--- config.mk ---
export PLATFORM = sky130hd
export DESIGN_NAME = i2s_receiver
export DESIGN_NICKNAME = d
export VERILOG_FILES = /design/src/rtl/i2s_receiver.sv
export SDC_FILE = /design/constraint.sdc
export NUM_CORES = 1
export LEC_CHECK = 0
export CAP_MARGIN = 20
export CORE_ASPECT_RATIO = 2
export CORE_MARGIN = 2
export CORE_UTILIZATION = 45
export DETAILED_ROUTE_END_ITERATION = 12
export PLACE_DENSITY = 0.77
export REMOVE_ABC_BUFFERS = 1
export SLEW_MARGIN = 5
export SYNTH_ARGS = -nofsm -noshare
export SYNTH_HDL_FRONTEND = slang
export SYNTH_SLANG_ARGS = --single-unit
--- constraint.sdc ---
create_clock -name clock -period 1.7 [get_ports clock]
set_input_delay 0.255 -clock clock [delete_from_list [all_inputs] [get_ports clock]]
set_output_delay 0.255 -clock clock [all_outputs]
set_load 0.05 [all_outputs]
--- src/rtl/i2s_receiver.sv ---
// I2S capture for the WM8731 ADC stream: oversamples BCK/LRCK/DAT in the system
// clock domain and hands out complete left/right frames on a valid/ready handshake.
module i2s_receiver #(
  parameter int DATA_WIDTH = 24,
  parameter int CNT_WIDTH  = 6
) (
  input  logic                  clock,
  input  logic                  reset,
  input  logic                  bck,
  input  logic                  lrck,
  input  logic                  dat,
  output logic [DATA_WIDTH-1:0] left_data,
  output logic [DATA_WIDTH-1:0] right_data,
  output logic                  frame_valid,
  input  logic                  frame_ready,
  output logic                  overrun,
  output logic                  frame_error
);

  localparam logic [CNT_WIDTH-1:0] LP_DW    = CNT_WIDTH'(DATA_WIDTH);
  localparam logic [CNT_WIDTH-1:0] LP_DW_M1 = CNT_WIDTH'(DATA_WIDTH - 1);

  typedef enum logic [1:0] {ST_SYNC, ST_WAIT_EDGE, ST_RECEIVE} state_t;

  state_t                r_state;
  state_t                w_state_nxt;
  logic [1:0]            r_bck_sync;
  logic [1:0]            r_lrck_sync;
  logic [1:0]            r_dat_sync;
  logic                  r_bck_prev;
  logic                  r_lrck_last;
  logic                  r_channel;
  logic [CNT_WIDTH-1:0]  r_bitcnt;
  logic [DATA_WIDTH-1:0] r_shift;
  logic [DATA_WIDTH-1:0] r_hold_left;
  logic                  r_left_present;

  logic                  w_rise;
  logic                  w_lrck_s;
  logic                  w_dat_s;
  logic                  w_lr_change;
  logic                  w_slot_start;
  logic                  w_shift_en;
  logic [DATA_WIDTH-1:0] w_word;
  logic                  w_word_done;
  logic                  w_frame_done;
  logic                  w_slot_err;
  logic                  w_load;

  always_comb begin
    w_rise       = r_bck_sync[1] & ~r_bck_prev;
    w_lrck_s     = r_lrck_sync[1];
    w_dat_s      = r_dat_sync[1];
    w_lr_change  = (w_lrck_s != r_lrck_last);
    w_slot_start = w_rise && w_lr_change && (r_state != ST_SYNC);
    w_shift_en   = w_rise && (r_state == ST_RECEIVE) && !w_lr_change && (r_bitcnt < LP_DW);
    w_word       = DATA_WIDTH'({r_shift, w_dat_s});
    w_word_done  = w_shift_en && (r_bitcnt == LP_DW_M1);
    // A frame is only complete when a right word lands on top of a held left word.
    w_frame_done = w_word_done && r_channel && r_left_present;
    w_slot_err   = w_rise && (r_state == ST_RECEIVE) && w_lr_change && (r_bitcnt < LP_DW);
    w_load       = w_frame_done && (!frame_valid || frame_ready);
  end

  always_comb begin
    w_state_nxt = r_state;
    case (r_state)
      ST_SYNC:      if (w_rise) w_state_nxt = ST_WAIT_EDGE;
      ST_WAIT_EDGE: if (w_slot_start) w_state_nxt = ST_RECEIVE;
      ST_RECEIVE:   w_state_nxt = ST_RECEIVE;
      default:      w_state_nxt = ST_SYNC;
    endcase
  end

  always_ff @(posedge clock) begin
    if (!reset) r_state <= ST_SYNC;
    else        r_state <= w_state_nxt;
  end

  always_ff @(posedge clock) begin
    if (!reset) begin
      r_bck_sync     <= '0;
      r_lrck_sync    <= '0;
      r_dat_sync     <= '0;
      r_bck_prev     <= 1'b0;
      r_lrck_last    <= 1'b0;
      r_channel      <= 1'b0;
      r_bitcnt       <= '0;
      r_shift        <= '0;
      r_hold_left    <= '0;
      r_left_present <= 1'b0;
      left_data      <= '0;
      right_data     <= '0;
      frame_valid    <= 1'b0;
      overrun        <= 1'b0;
      frame_error    <= 1'b0;
    end else begin
      r_bck_sync  <= {r_bck_sync[0], bck};
      r_lrck_sync <= {r_lrck_sync[0], lrck};
      r_dat_sync  <= {r_dat_sync[0], dat};
      r_bck_prev  <= r_bck_sync[1];
      if (w_rise) r_lrck_last <= w_lrck_s;

      // The bit on the slot-start rise is the I2S one-bit delay and is not shifted in.
      if (w_slot_start) begin
        r_channel <= w_lrck_s;
        r_bitcnt  <= '0;
      end else if (w_shift_en) begin
        r_shift  <= w_word;
        r_bitcnt <= r_bitcnt + 1'b1;
      end

      if (w_slot_err && !r_channel) begin
        r_left_present <= 1'b0;
      end else if (w_word_done) begin
        if (!r_channel) begin
          r_hold_left    <= w_word;
          r_left_present <= 1'b1;
        end else begin
          r_left_present <= 1'b0;
        end
      end

      frame_error <= w_slot_err;
      overrun     <= w_frame_done && !w_load;

      if (w_load) begin
        left_data   <= r_hold_left;
        right_data  <= w_word;
        frame_valid <= 1'b1;
      end else if (frame_valid && frame_ready) begin
        frame_valid <= 1'b0;
      end
    end
  end

endmodule

### After elaboration in Yosys (flattened, before gate mapping)

Cells that the tools add are included.

* $add $sub $neg: 1
* $mul: 0
* div/mod/pow operators: 0
* magnitude comparators: 1
* equality and inequality tests: 6
* shifts and indexed selects: 0
* multiplexer cells: 6
* bitwise gates (word level): 6
* reductions and logical operators: 27

Operator list (number)
* 1-bit logical AND: 14
* 6-bit by 1-bit adder with 6-bit output (second input constant): 1
* 6-bit by 5-bit equality test with 1-bit output (second input constant): 1
* 6-bit by 5-bit less-than comparator with 1-bit output (second input constant): 1
* 2-bit one-hot mux with 3 select lines: 1
* 1-bit inverter: 5
* 1-bit logical NOT: 4
* 2-bit two-way mux: 2
* 2-bit != test (second input constant): 2
* 2-bit AND reduction: 2
* 2-bit nonzero test: 2
* 2-bit OR reduction: 2
* 1-bit two-way mux: 3
* 3-bit AND reduction: 1
* 2-bit by 1-bit equality test with 1-bit output (second input constant): 1
* 2-bit equality test (second input constant): 1
* 2-bit logical NOT: 1
* 1-bit bitwise AND: 1
* 1-bit logical OR: 1
* 1-bit != test: 1

* register bits after elaboration: 116
* latch bits: 0
* bits in writable memories: 0
* bits in read-only memories: 0
* output and inout bits: 51
* memories: 0

### Depth between registers and ports, before layout

* depth in word-level cells: 11
* gate-level depth with buffers: 8
* depth with buffers taken out: 6

### Worst setup path before layout

Ideal clock, no wire load.

* path type: register -> register
* start point: register frame_valid
* end point: register left_data[10]
* library setup time: 0.072 ns
* data arrival time: 1.500 ns
* slack: 0.128 ns
* stages on the path, launching flop included: 7
* path through: dfxtp_1 nor2b_1 nor2_1 nand4_2 buf_6 buf_8 mux2i_1

* cells in the longest elaborated chain, start to end: 3

Ends and longest elaborated chain
* start, declared: RTL line 14 `output logic frame_valid,`
* start signal, assigned: RTL line 94 `frame_valid <= 1'b0;`
* start signal, assigned: RTL line 130 `frame_valid <= 1'b1;`
* start signal, assigned: RTL line 132 `frame_valid <= 1'b0;`
* 1-bit logical NOT: RTL line 62 `w_load = w_frame_done && (!frame_valid || frame_ready);`
* 1-bit logical OR: RTL line 62
* 1-bit logical AND: RTL line 62
* end signal, assigned: RTL line 128 `left_data <= r_hold_left;`
* end, declared: RTL line 12 `output logic [DATA_WIDTH-1:0] left_data,`

No other way between the ends.
A chain may end at the register's enable or synchronous reset.

### Final worst setup path

* start point: register r_bitcnt[0]
* end point: register r_hold_left[21]

* cells in the longest elaborated chain, start to end: 5
* elaborated cells between the ends (all ways): 8
* those cells by class: order compare (1); eq/ne (1); bitwise (1); reduce/logical (5)

Ends and longest elaborated chain
* start, declared: RTL line 33 `logic [CNT_WIDTH-1:0] r_bitcnt;`
* start signal, assigned: RTL line 110 `r_bitcnt <= r_bitcnt + 1'b1;`
* 6-bit by 5-bit less-than comparator with 1-bit output: RTL line 56, 61
* 1-bit logical AND: RTL line 61 `w_slot_err = w_rise && (r_state == ST_RECEIVE) && w_lr_change && (r_bitcnt < LP_DW);`
* 1-bit logical AND: RTL line 113 `if (w_slot_err && !r_channel) begin`
* 1-bit inverter (no line)
* 3-bit AND reduction (no line) *
* end signal, assigned: RTL line 117 `r_hold_left <= w_word;`
* end, declared: RTL line 35 `logic [DATA_WIDTH-1:0] r_hold_left;`

Mark *: on every way between the ends. The rest lies on a longest branch, timed or not.

==> impl_metrics.tcl <==
set metrics [dict create \
    status "complete, no violations" \
    synth_cells 459 \
    fin_nets 541 \
    synth_area_sq_um 4335 \
    drt-initial-drc-count 178 \
    cap_violations 0 \
    seqCellArea_sq_um 2325 \
    final_common_cell "dfxtp_1" \
    drc 0 \
    clock-root-buffer "clkbuf_16" \
    worstPathMaxFanout 11 \
    cp.required_ns 2.02 \
    gp_congestion 0.8021 \
    clock_latency_ns 0.41 \
    clk_path_buf_depth 2 \
    synth.distinct_cells 35 \
    path_class "register to register" \
    critPathCaptureType "register" \
    synth_simple_gate_area_frac 0.2014 \
    cts_tree "yes" \
    finalSetupViolCount 0 \
    fin_util 0.6104 \
    wl_met2_um 5433 \
    worst_slew_pin_slew_ns 0.4807 \
    rows 50 \
    pwr-share-clk 0.536 \
    portBuffers 56 \
    finalHoldViolations 0 \
    syn2layout_area_growth_pct 32.12 \
    num_vias 3353 \
    initial_core_util 0.4620 \
    r2r_start "r_bitcnt[0]" \
    syn_avg_cell_area_sq_um 9.445 \
    regToRegSetupSlack_ns 0.06 \
    die-area_sq_um 10480 \
    highest_layer "met4" \
    cts_made_buffers 17 \
    yosys_warnings 0 \
    final_cell_area_sq_um 5728 \
    synth_compound_area_frac 0.06522 \
    setup_tns_ns 0 \
    leakagePower_uw 0.002563 \
    slew_headroom 0.6808 \
    synth_xor_area_frac 0.01183 \
    fin_crit_sh 0.9665 \
    grt_pass1_vias 3244 \
    worstSetupStartpoint "r_bitcnt[0]" \
    h-tree-depth 4 \
    grt_pass1_wl_um 14670 \
    wire_per_inst_um 15.26 \
    wl_um 9827 \
    drive_gt1_frac 0.2241 \
    netSwitchingFraction 0.2038 \
    ff2ff_path_depth 8 \
    grt_max_degree 34 \
    worstSetupEndpoint "r_hold_left[21]" \
    cts_sinks 116 \
    wl_met3_um 300 \
    cts_hold_buffers 0 \
    hold_path_class "input pin to register" \
    clk_pin_slew_ns 0.05 \
    pin_count 57 \
    dr.pass1.iters 4 \
    core_sq_um 9384 \
    clock_skew_ns 0.006678 \
    dpl.hpwl_um 5748 \
    rr_endpoint "r_hold_left[21]" \
    peakVddDrop_v 0.0008304 \
    slew_viol_final 0 \
    multi_input_area_sq_um 1859 \
    layout_common_cells "dfxtp_1, nand2_1, buf_4, mux2i_1" \
    postRouteAntennaNets 0 \
    met1_length_um 3886 \
    synth-adder-area-share 0.01443 \
    place_area_sq_um 4891 \
    num-fill-cells 770 \
    die_h_um 142.8 \
    diodes 0 \
    max_freq_mhz 608.6 \
    via_per_inst 5.207 \
    cellPowerDensity_nw_per_um2 1143 \
    min_period_ns 1.643 \
    arrival_ns 1.97 \
    combPwrFrac 0.040 \
    p_sw_uw 1334 \
    p_int_uw 5212 \
    worst_setup_path_start_kind "register" \
    ys_ff_latch 116 \
    overflow 0 \
    die_w_um 73.41 \
    hold_ws_ns 0.3030 \
    synth_top_family_by_area "simple AND/OR/NAND/NOR gates" \
    antenna_found_initial 0 \
    track_usage 0.1805 \
    synth_seq_area_share 0.5356 \
    seqPwrFrac 0.424 \
    synth_mux_area_frac 0.1201 \
]
worst max-delay path, stage by stage, from the launching register on:
cell and delay [ns]:
dfxtp_2 0.37, ha_4 0.16, nand4b_1 0.12, buf_4 0.17, nor4_4 0.23, buf_6 0.17, buf_6 0.15, nand3_1 0.08
o21ai_0 0.10
metrics by stage:
| stage | power, uW | instances | setup WS, ns |
|---|---|---|---|
| 2_1_floorplan | 2941 | 425 | -1.241 |
| 3_3_place_gp | 3050 | 602 | 0.07549 |
| 3_5_place_dp | 3062 | 602 | 0.006188 |
| 4_1_cts | 6561 | 631 | 0.001941 |
| 5_1_grt | 6743 | 644 | -0.05155 |
| 6_report | 6546 | 644 | 0.05693 |
state kept, by name, summed over array words and instances (netlist names):
name            flops
frame_error         1
frame_valid         1
left_data          24
overrun             1
r_bck_prev          1
r_bck_sync          2
r_bitcnt            6
r_channel           1
r_dat_sync          2
r_hold_left        24
r_left_present      1
r_lrck_last         1
r_lrck_sync         2
r_shift            23
r_state             2
right_data         24
power by group through the flow:
stage               Sequential (uW)  Clock (uW)  Combinational (uW)
finish                         2770        3510                 264
global route                   2770        3680                 296
CTS                            2770        3550                 243
detailed placement             2820           0                 238
global placement               2820           0                 229
floorplan                      2820           0                 123
cell type report:
type                            count  area share
Tap cell                          104     0.02272
Sequential cell                   116      0.4059
Clock buffer                       25     0.09000
Inverter                            4    0.002621
Multi-Input combinational cell    305      0.3246
Clock inverter                      4     0.01223
Timing Repair Buffer               86      0.1420
worst min path at each step:
stage | cells past startpoint | start | slack (ns) | to
2_1_floorplan | 1 | reset | 0.37 | frame_valid
3_3_place_gp | 1 | r_lrck_sync[0] | 0.42 | r_lrck_sync[1]
3_5_place_dp | 1 | r_dat_sync[0] | 0.43 | r_dat_sync[1]
4_1_cts | 2 | reset | 0.29 | frame_valid
5_1_grt | 2 | reset | 0.32 | frame_valid
6_report | 2 | reset | 0.30 | frame_valid
logic make-up (layout without fill, tap and decap cells):
logic type	Yosys count	count (layout)
and+or+nand+nor	188	188
buffers and inverters	38	119
xor gates and xnor gates	5	5
AOI/OAI and AO/OA	55	55
adders and majority gates	5	5
DFF	116	116
muxes	52	52
layer usage:
layer / global-route usage / up-vias
li1: - / 1697
met1: 0.2033 / 1576
met2: 0.3039 / 63
met3: 0.05222 / 17
met4: 0.08900 / 0
met5: 0 / -
cell usage after synthesis:
cell type	n	area share
buf_1	1	0.00086
nor3b_1	1	0.0017
nor2b_1	1	0.0014
nor2_2	1	0.0014
and4_1	1	0.0020
xor2_2	1	0.0038
nand4_1	2	0.0029
nor4_2	1	0.0029
clkbuf_1	18	0.016
inv_1	4	0.0035
nor3_1	1	0.0012
o21ai_0	49	0.057
and2_1	7	0.010
nand2b_1	1	0.0014
and3_1	4	0.0058
nand4bb_4	1	0.0064
nand4b_1	1	0.0020
a31oi_1	1	0.0014
o21a_1	1	0.0017
nand3_1	50	0.058
and4bb_2	1	0.0029
xnor2_1	1	0.0020
ha_1	5	0.014
nand2_1	105	0.091
nand4_2	1	0.0029
buf_2	4	0.0046
buf_8	2	0.0069
nor2_1	9	0.0078
dfxtp_1	116	0.54
buf_4	4	0.0069
xor2_1	3	0.0061
buf_6	5	0.013
a311oi_1	1	0.0020
mux2i_1	52	0.12
a21oi_1	3	0.0035
what timing repair did:
item | in CTS | in global routing
endpoints found under the setup margin | 1 | 94
resized for setup | 1 | 23
cloned | 0 | 7
pin swaps | 0 | 5
setup buffers | 0 | 6
No activity file was read; power rests on OpenSTA's default activity.
